[src/rtl/cdb_result_fifo.sv]
// Result queue between the execution units and the CDB arbiter, with first-word-fall-through output.
// Optional same-cycle bypass into an empty queue is enabled by defining CDB_RESULT_FIFO_BYPASS_EN.
module cdb_result_fifo #(
    parameter int WIDTH        = 64,
    parameter int DEPTH        = 8,
    parameter int AFULL_THRESH = DEPTH - 2
) (
    input  logic                       clk,
    input  logic                       rst_n,
    input  logic                       flush_i,
    input  logic                       wr_valid_i,
    output logic                       wr_ready_o,
    input  logic [WIDTH-1:0]           wr_data_i,
    output logic                       rd_valid_o,
    input  logic                       rd_ready_i,
    output logic [WIDTH-1:0]           rd_data_o,
    output logic [$clog2(DEPTH):0]     count_o,
    output logic                       empty_o,
    output logic                       full_o,
    output logic                       almost_full_o
);
    localparam int AW = $clog2(DEPTH);
    localparam int PW = AW + 1;
    localparam logic [PW-1:0] AF_TH = PW'(AFULL_THRESH);

    logic [WIDTH-1:0] mem [DEPTH];
    logic [PW-1:0]    wr_ptr_q, wr_ptr_d;
    logic [PW-1:0]    rd_ptr_q, rd_ptr_d;
    logic [PW-1:0]    count_q, count_d;
    logic             empty, full, push, pop, bypass;

    // Pointers carry a wrap bit above the index so full and empty are distinguishable.
    assign empty = (wr_ptr_q == rd_ptr_q);
    assign full  = (wr_ptr_q[AW-1:0] == rd_ptr_q[AW-1:0]) && (wr_ptr_q[AW] != rd_ptr_q[AW]);

`ifdef CDB_RESULT_FIFO_BYPASS_EN
    assign bypass = empty && !flush_i && wr_valid_i && rd_ready_i;
`else
    assign bypass = 1'b0;
`endif

    assign push = wr_valid_i && !full && !bypass && !flush_i;
    assign pop  = !empty && rd_ready_i && !flush_i;

    assign wr_ready_o    = !full;
    assign full_o        = full;
    assign empty_o       = empty;
    assign count_o       = count_q;
    assign almost_full_o = (count_q >= AF_TH);

    always_comb begin
        rd_valid_o = !empty;
        rd_data_o  = empty ? '0 : mem[rd_ptr_q[AW-1:0]];
`ifdef CDB_RESULT_FIFO_BYPASS_EN
        if (empty && !flush_i && wr_valid_i) begin
            rd_valid_o = 1'b1;
            rd_data_o  = wr_data_i;
        end
`endif
    end

    always_comb begin
        wr_ptr_d = wr_ptr_q;
        rd_ptr_d = rd_ptr_q;
        count_d  = count_q;
        if (flush_i) begin
            wr_ptr_d = '0;
            rd_ptr_d = '0;
            count_d  = '0;
        end else begin
            if (push) wr_ptr_d = wr_ptr_q + PW'(1);
            if (pop)  rd_ptr_d = rd_ptr_q + PW'(1);
            if (push && !pop)      count_d = count_q + PW'(1);
            else if (pop && !push) count_d = count_q - PW'(1);
        end
    end

    always_ff @(posedge clk or negedge rst_n) begin
        if (!rst_n) begin
            wr_ptr_q <= '0;
            rd_ptr_q <= '0;
            count_q  <= '0;
        end else begin
            wr_ptr_q <= wr_ptr_d;
            rd_ptr_q <= rd_ptr_d;
            count_q  <= count_d;
        end
    end

    // Storage is deliberately left out of reset and flush; only the pointers define validity.
    always_ff @(posedge clk) begin
        if (push) mem[wr_ptr_q[AW-1:0]] <= wr_data_i;
    end
endmodule

[config.mk]
export PLATFORM = sky130hd
export DESIGN_NAME = cdb_result_fifo
export DESIGN_NICKNAME = d
export VERILOG_FILES = /design/src/rtl/cdb_result_fifo.sv
export SDC_FILE = /design/constraint.sdc
export NUM_CORES = 1
export LEC_CHECK = 0
export ABC_AREA = 1
export BUFFER_PORTS_ARGS = -buffer_cell sky130_fd_sc_hd__buf_2
export CAP_MARGIN = 30
export CORE_AREA = 2 2 189 191
export DETAILED_ROUTE_END_ITERATION = 7
export DIE_AREA = 0 0 191 193
export GPL_TIMING_DRIVEN = 0
export HOLD_SLACK_MARGIN = 0.15
export PLACE_DENSITY = 0.77
export SYNTH_ARGS = -nofsm -noshare
export SYNTH_HDL_FRONTEND = slang
export SYNTH_SLANG_ARGS = --single-unit
[constraint.sdc]
create_clock -name clk -period 4.91 [get_ports clk]
set_input_delay 0.982 -clock clk [delete_from_list [all_inputs] [get_ports clk]]
set_output_delay 0.982 -clock clk [all_outputs]
set_load 0.05 [all_outputs]
---- After elaboration in Yosys (flattened, before gate mapping) ----
Memories as Yosys holds them, arrays and structs flattened.
Index checks and enable logic that the tools add are counted.
operators by class
  eq/ne operators ......................... 3
  multiplexer cells ....................... 10
  magnitude comparators ................... 1
  reductions and logical operators ........ 15
  add/sub/neg operators ................... 4
operator list
  kind                                                  count
  2-to-1 mux 64 bit                                     1
  2-to-1 mux 4 bit                                      7
  adder 4 x 1 -> 4 bit (second input constant)          3
  logical AND 1 bit                                     7
  zero test 1 bit                                       5
  == test 4 bit                                         1
  >= comparator 4 x 3 -> 1 bit (second input constant)  1
  nonzero test 2 bit                                    2
  subtractor 4 x 1 -> 4 bit (second input constant)     1
  == test 3 bit                                         1
  nonzero test 3 bit                                    1
  2-to-1 mux 1 bit                                      2
  != test 1 bit                                         1
storage, ports and cells
  flip-flop bits (word level) ............. 12
  memories kept ........................... 1
  RAM bits ................................ 512
  input bits .............................. 69
  output and inout bits ................... 73
memory list
  name  depth  bits a word  rd ports  clocked after Yosys merged registers in  wr ports  RTL line  text
  mem   8      64           1         0                                        1         26        logic [WIDTH-1:0] mem [DEPTH];

---- Logic depth before layout (Yosys ltp) ----
Gate-level depths: netlist of the first run.
  depth in word-level cells ............... 10
  gate-level depth with buffers ........... 17
  mapped depth without buffers ............ 16

---- Worst setup path after synthesis of the first run ----
No wires, ideal clock.
  path type ............................... input to register
  start ................................... input port flush_i
  end ..................................... memory mem[0][0], enable pin
  setup slack ............................. 0.257 ns
  stages on the path ...................... 5
  arrival ................................. 4.167 ns
  cells stage by stage .................... clkinv_1 nand3_2 inv_1 nand2_1 nor2_1
on the way
  longest elaborated chain between the ends .. 4
RTL lines
  what                                    RTL line  text
  start, declared                         10        input logic flush_i,
  zero test 1 bit                         42        assign push = wr_valid_i && !full && !bypass && !flush_i;
  logical AND 1 bit                       42
  2-to-1 mux 1 bit                        92        if (push) mem[wr_ptr_q[AW-1:0]] <= wr_data_i;
  2-to-1 mux 1 bit (not written as such)  92
  end, declared                           26
Every way passes these cells.

---- Final worst setup path of the first run ----
  start ................................... register rd_ptr_q[1]
  end ..................................... output port rd_data_o[42]
on the way
  longest elaborated chain between the ends .. 2
  elaborated cells between the ends (all ways) .. 3
  classes of those cells .................. eq/ne: 1; mux: 1; memory: 1
RTL lines
  what                                                         RTL line  text
  start, declared                                              28        logic [PW-1:0] rd_ptr_q, rd_ptr_d;
  start signal, assigned                                       85        rd_ptr_q <= rd_ptr_d;
  memory (8 x 64 bit) / == test 4 bit (equally long branches)  -
  2-to-1 mux 64 bit *                                          53        rd_data_o = empty ? '0 : mem[rd_ptr_q[AW-1:0]];
  end, declared                                                16        output logic [WIDTH-1:0] rd_data_o,
Mark *: on every way between the ends. The rest lies on a longest branch, timed or not.

==> flow_summary.toml, run 1 <==
[detailed_routing]
viasPerCell = 6.10
drt-total-wl_um = 52400
ant_nets = 0
wl_per_cell_um = 22.9
drtIter0Drc = 1819
first_pass_iters = 6
drc = 0
dr_total_vias = 14000

[logic_synthesis]
synth_common_cells = "512 x edfxtp_1, 394 x nor2_1, 253 x o21ai_0"
yosysWarnings = 0
synth.area.top_cells = "edfxtp_1 75%, nor2_1 7.2%, o21ai_0 6.1%"
synth_area_um2 = 20600
postSynth.asyncResetShare_pct = 2.29
synth_top_area_share_pct = 74.6
syn_nets = 1645
synth-edff-count = 512
synth_top_cell_by_area = "edfxtp_1"
synthCells = 1571
ys_ff_latch = 524
synth-seq-area-share_pct = 76.1
yosys.cell_types.count = 31
yosys_most_used_dff = "edfxtp_1"
syn_area_per_cell_um2 = 13.1
synth_most_common_cell = "edfxtp_1"

[placement]
dp_hpwl_um = 32900
place_inst = 2191
port_buffers = 141
finalWeightedCongestion = 0.775
place_area_um2 = 22300

[floorplan]
die_h_um = 193
rows = 69
die_x_um = 191
num_io_pins = 142
start_util_pct = 58.9
dieArea_um2 = 36900
coreArea_um2 = 35000

[flow_run]
max_cap_viol_count = 0

[power_and_ir_drop]
ir_worst_vdd_v = 0.000373
p_leak_nw = 8.25
totalPowerFinal_mw = 10.8
pwr_density_cell_nw_per_um2 = 452

[grt]
grt_pass1_vias = 13800
grt_usage_pct = 28.9
grt_max_degree = 27
grt_remaining_overflow = 0
grt_antenna_before_repair = 6
grt_pass1_wl_um = 79000

[cts]
htreeDepth = 2
clockRootBuffer = "clkbuf_16"
cts_inserted_buffers = 50
clk_pin_slew_worst_paths_ps = 60
cts_resized = 0
cts_setup_buffers = 0
cts_max_path_buffers = 3
clock_latency_ps = 570
tritoncts = "built"
numClockSinks = 524
hold_buffers = 0

[cells_and_area]
nets = 1856
fill_cells = 2379
syn2layout_area_growth_pct = 15.7
drive_gt1_share_pct = 16.2
fin_area_um2 = 23800
fin_cells = 2286

[setup_path]
required_ps = 3930
end_kind = "output port"
critPathKind = "reg -> out"
cp-start-kind = "register"
cp.arrival_ps = 3030
cp_max_fo = 10

[timing]
fmax_ghz = 0.249
rsz0062_at_grt = "no"
hold_viol_final = 0
report.final.slew_viol_count = 0
fin_crit_sh_pct = 81.8
slew_headroom_pct = 42.8
worstMarginPinSlew_ps = 858
fin_crit_ps = 4020
finClkSkew_ps = 20.1
setup_viol = 0

[status]
outcome = "completed"

[min_path]
min_path_type = "in -> async"
[state kept, by name, summed over array words and instances, names as in the netlist]
register / count
mem: 512
count_o: 4
rd_ptr_q: 4
wr_ptr_q: 4
[placed cells by master, fill, tap and decap left out, types with 2 or more instances in the layout]
| cell | netlist | layout |
|---|---|---|
| clkinv_2 | 0 | 7 |
| dfrtp_1 | 12 | 12 |
| inv_2 | 8 | 8 |
| inv_1 | 8 | 8 |
| edfxtp_1 | 512 | 512 |
| clkinv_1 | 1 | 12 |
| o22ai_1 | 128 | 128 |
| nand2_1 | 36 | 36 |
| diode_2 | 0 | 7 |
| buf_6 | 3 | 3 |
| buf_2 | 30 | 171 |
| clkbuf_1 | 64 | 78 |
| o21ai_0 | 253 | 253 |
| clkbuf_16 | 0 | 51 |
| nor2_4 | 1 | 9 |
| buf_16 | 0 | 5 |
| ha_1 | 4 | 4 |
| clkbuf_8 | 0 | 3 |
| nand4_4 | 2 | 2 |
| nand2_2 | 7 | 7 |
| o21ai_1 | 76 | 76 |
| nand2_4 | 2 | 2 |
| nor2_1 | 394 | 386 |
| buf_4 | 8 | 8 |
| buf_12 | 0 | 13 |
| nand3_1 | 5 | 5 |
| xor2_1 | 2 | 2 |
| a21oi_1 | 6 | 6 |
[path summary, 6_finish.rpt]
kind	from	endpoint	slack [ps]	cells after the start
setup / recovery	rd_ptr_q[1]$_DFFE_PN0P_	rd_data_o[42]	890	8
hold / removal	rst_n	count_o[1]$_DFFE_PN0P_	310	1
setup reg to reg	rd_ptr_q[0]$_DFFE_PN0P_	mem[4][38]$_DFFE_PP_	1860	11
hold reg to reg	count_o[0]$_DFFE_PN0P_	count_o[0]$_DFFE_PN0P_	550	1
max in group asynchronous	rst_n	rd_ptr_q[0]$_DFFE_PN0P_	4370	1
min in group clk	count_o[0]$_DFFE_PN0P_	count_o[0]$_DFFE_PN0P_	550	1
[power by group]
| part | leakage (nW) | internal, mW | total, mW | switching, mW |
|---|---|---|---|---|
| logic | 2.74 | 0.524 | 2.19 | 1.67 |
| clock network | 0.730 | 1.99 | 3.56 | 1.57 |
| registers | 4.79 | 4.99 | 5.02 | 0.0342 |
| total | 8.25 | 7.50 | 10.8 | 3.27 |
[critical path: stages, from the launching register on]
cell      delay, ps
dfrtp_1         470
inv_2           170
buf_2           370
clkbuf_1        510
o21ai_0         210
o22ai_1         150
nor2_1           60
nor2_1          230
buf_2           310
[routing by layer]
layer / global-route usage, % / wire [µm] / up-vias
li1: - / - / 6216
met1: 38.7 / 20200 / 6839
met2: 47.9 / 25600 / 777
met3: 5.76 / 5160 / 118
met4: 9.81 / 1450 / 4
met5: 0 / 24 / -
[kinds of logic after synthesis]
kind of cell	synth area share, %
flops	76.1
fa+ha+maj	0.340
buf+inv	2.71
simple gates	8.64
xor+xnor	0.0850
compound gates	12.1
[per-stage QoR]
step	util, %	TNS (ps)	setup slack (ps)	hold slack (ps)
after floorplan	-	0	257	515
after global placement	62.6	-1128070	-2390	531
after detailed placement	63.9	0	1460	537
after CTS	68.1	0	952	307
after global routing	68.2	0	743	313
final	68.2	0	895	312
[final cells by class]
cell class	count	area [µm²]	share of cell area, %
timing repair buffer	159	1100	4.63
clock inverter	20	115	0.483
buffer	106	488	2.05
tap	461	577	2.42
antenna	7	17.5	0.0735
multi-input combinational	923	4430	18.6
clock buffer	68	1370	5.75
inverter	18	70.1	0.294
sequential	524	15700	65.7
No activity file was read; power rests on OpenSTA's default activity.
==> inputs of run 2 (changes only) <==
--- a/config.mk
+++ b/config.mk
@@ -8,12 +8,12 @@
 export ABC_AREA = 1
 export BUFFER_PORTS_ARGS = -buffer_cell sky130_fd_sc_hd__buf_2
 export CAP_MARGIN = 30
-export CORE_AREA = 2 2 189 191
+export CORE_AREA = 2 2 199 201
 export DETAILED_ROUTE_END_ITERATION = 7
-export DIE_AREA = 0 0 191 193
+export DIE_AREA = 0 0 201 203
 export GPL_TIMING_DRIVEN = 0
 export HOLD_SLACK_MARGIN = 0.15
-export PLACE_DENSITY = 0.77
+export PLACE_DENSITY = 0.74
 export SYNTH_ARGS = -nofsm -noshare
 export SYNTH_HDL_FRONTEND = slang
 export SYNTH_SLANG_ARGS = --single-unit
==> constraint.sdc (replaced) <==
create_clock -name clk -period 3.5 [get_ports clk]
set_input_delay 0.7 -clock clk [delete_from_list [all_inputs] [get_ports clk]]
set_output_delay 0.7 -clock clk [all_outputs]
set_load 0.05 [all_outputs]
==> run 2 against run 1 <==
  * Global-route usage fell by 3.4 points
  * Hold slack improved by 80 ps
  * Sequential power increased by 40%
  * Clock skew is 7.9 ps lower
  * Non-clock buffer count shrank 1
  * Cell area increased by 1.5%
  * Critical path depth up 1
  * Count of clock-buffer cells in the layout decreased by 1
  * First-iteration DRC count grew 3.7%
  * Final cell count increased by 2.6%
  * Register-to-register slack worse by 1400 ps
  * Critical path type unchanged
  * Critical endpoint is now rd_data_o[63]
  * Largest cell class unchanged
==> flow_summary.toml, run 2 (synthesis gave the netlist of run 1 again) <==
[detailed_routing]
ant_nets = 0
first_pass_iters = 5
drc = 0
dr_total_vias = 13900
viasPerCell = 5.93
wl_per_cell_um = 22.3
drtIter0Drc = 1887
drt-total-wl_um = 52300

[power_and_ir_drop]
p_leak_nw = 8.44
totalPowerFinal_mw = 15.6
pwr_density_cell_nw_per_um2 = 645
ir_worst_vdd_v = 0.000492

[setup_path]
timing.rr.end = "mem[0][36]$_DFFE_PP_"
critPathKind = "reg -> out"
cp-start-kind = "register"
reg2reg_from = "rd_ptr_q[0]$_DFFE_PN0P_"
crit_start = "rd_ptr_q[0]$_DFFE_PN0P_"
endpoint = "rd_data_o[63]"
cp_slowest_cell = "dfrtp_1"
required_ps = 2800
reg2reg_slack_ps = 460
cp.arrival_ps = 2730
crit_chain = "buf_6, buf_6, buf_6, buf_2, nor2_1, o22ai_1, nor2_1, nor2_1, buf_2"
cp_max_fo = 10
r2r.worst_path.cells = 11
max_stage_delay_ps = 380
end_kind = "output port"

[grt]
grt_pass1_wl_um = 78700
grt_pass1_vias = 13700
grt_usage_pct = 25.5
grt_antenna_before_repair = 7
grt_remaining_overflow = 0
grt_max_degree = 30

[floorplan]
die_h_um = 203
start_util_pct = 53.6
coreArea_um2 = 38500
num_io_pins = 142
dieArea_um2 = 40800
die_x_um = 201
rows = 72

[cells_and_area]
nets = 1857
fill_cells = 2839
multi_input_area_um2 = 4450
fin_cells = 2346
final_cell_mix = "512 x edfxtp_1, 378 x nor2_1, 253 x o21ai_0"
drive_gt1_share_pct = 19.0
seqCellArea_um2 = 15700
layout_commonest_cell = "edfxtp_1"
syn2layout_area_growth_pct = 17.5
largest_reg_flops = 512

[cts]
clockRootBuffer = "clkbuf_16"
clk_pin_slew_worst_paths_ps = 60
tritoncts = "built"
numClockSinks = 524
clock_latency_ps = 580
htreeDepth = 2
cts_inserted_buffers = 52
cts_max_path_buffers = 3
cts_setup_buffers = 0

[placement]
finalWeightedCongestion = 0.783
place_inst = 2246
dp_hpwl_um = 33100
port_buffers = 141

[flow_run]
max_cap_viol_count = 0

[timing]
hold_viol_final = 0
slew_headroom_pct = 31.3
setup_tns_ps = 0
fin_crit_ps = 3430
fmax_ghz = 0.291
rsz0062_at_grt = "no"
worstMarginPinSlew_ps = 1030
finClkSkew_ps = 12.1
fin_crit_sh_pct = 98.1
report.final.slew_viol_count = 0
setup_viol = 0

[status]
outcome = "completed"

[min_path]
min_path_type = "in -> reg"
run 2: cell count changes in the layout (fill, tap and decap cells not counted), moves of 8 or more:
cell and change:
clkbuf_1 -39, buf_4 +23, nor2_2 +8, clkbuf_2 +36, clkbuf_4 +14, nor2_1 -8
buf_2 -36
run 2: critical path: cells and delay by family, from the launching register on:
family	cells	cell delay [ps]
buf+inv	5	1200
simple gates	3	400
compound gates	1	170
flops	1	380
run 2: worst min path at each step:
stage                                   end  slack, ps                    start  cells past startpoint
floorplan            count_o[0]$_DFFE_PN0P_        400                    rst_n                      0
global placement    rd_ptr_q[3]$_DFFE_PN0P_        530  rd_ptr_q[3]$_DFFE_PN0P_                      2
detailed placement   count_o[0]$_DFFE_PN0P_        540   count_o[0]$_DFFE_PN0P_                      1
CTS                     mem[6][1]$_DFFE_PP_        360             wr_data_i[1]                      1
global route           mem[3][25]$_DFFE_PP_        380            wr_data_i[25]                      1
finish                  mem[6][1]$_DFFE_PP_        390             wr_data_i[1]                      1
run 2: final cells by class:
type / count / share of cell area (%)
Antenna cell: 4 / 0.0414
Buffer: 106 / 2.42
Clock buffer: 67 / 5.70
Clock inverter: 28 / 1.12
Inverter: 18 / 0.289
Multi-Input combinational cell: 923 / 18.4
Sequential cell: 524 / 64.8
Tap cell: 518 / 2.68
Timing Repair Buffer: 158 / 4.60
run 2: what timing repair did:
| action | 4_1_cts | 5_1_grt |
|---|---|---|
| gates cloned | 0 | 0 |
| endpoints found under the hold margin | 12 | 0 |
| hold buffers | 1 | 0 |
| resized for setup | 50 | 60 |
| endpoints found under the setup margin | 53 | 60 |
run 2: through the flow:
stage | hold slack (ps) | worst slack (ps) | utilization, % | area, µm²
6_report | 392 | 65.4 | 62.9 | 24200
5_1_grt | 384 | 1.34 | 62.9 | 24200
4_1_cts | 361 | -34.2 | 62.7 | 24100
3_5_place_dp | 542 | 400 | 58.1 | 22400
3_3_place_gp | 527 | -3440 | 57.1 | 22000
2_1_floorplan | 404 | -1010 | - | 20600
run 2: metal layers:
metal / part of all wire (%) / GRT usage [%]
met3: 9.3 / 4.59
met2: 48 / 41.8
met5: 0.11 / 0
met1: 39 / 33.8
met4: 3.6 / 10.8
run 2: where the power goes:
group	leakage [nW]	total [mW]	switching [mW]	internal [mW]
Clock	0.799	5.41	2.26	3.15
Sequential	4.79	7.04	0.0472	6.99
Combinational	2.86	3.16	2.34	0.818
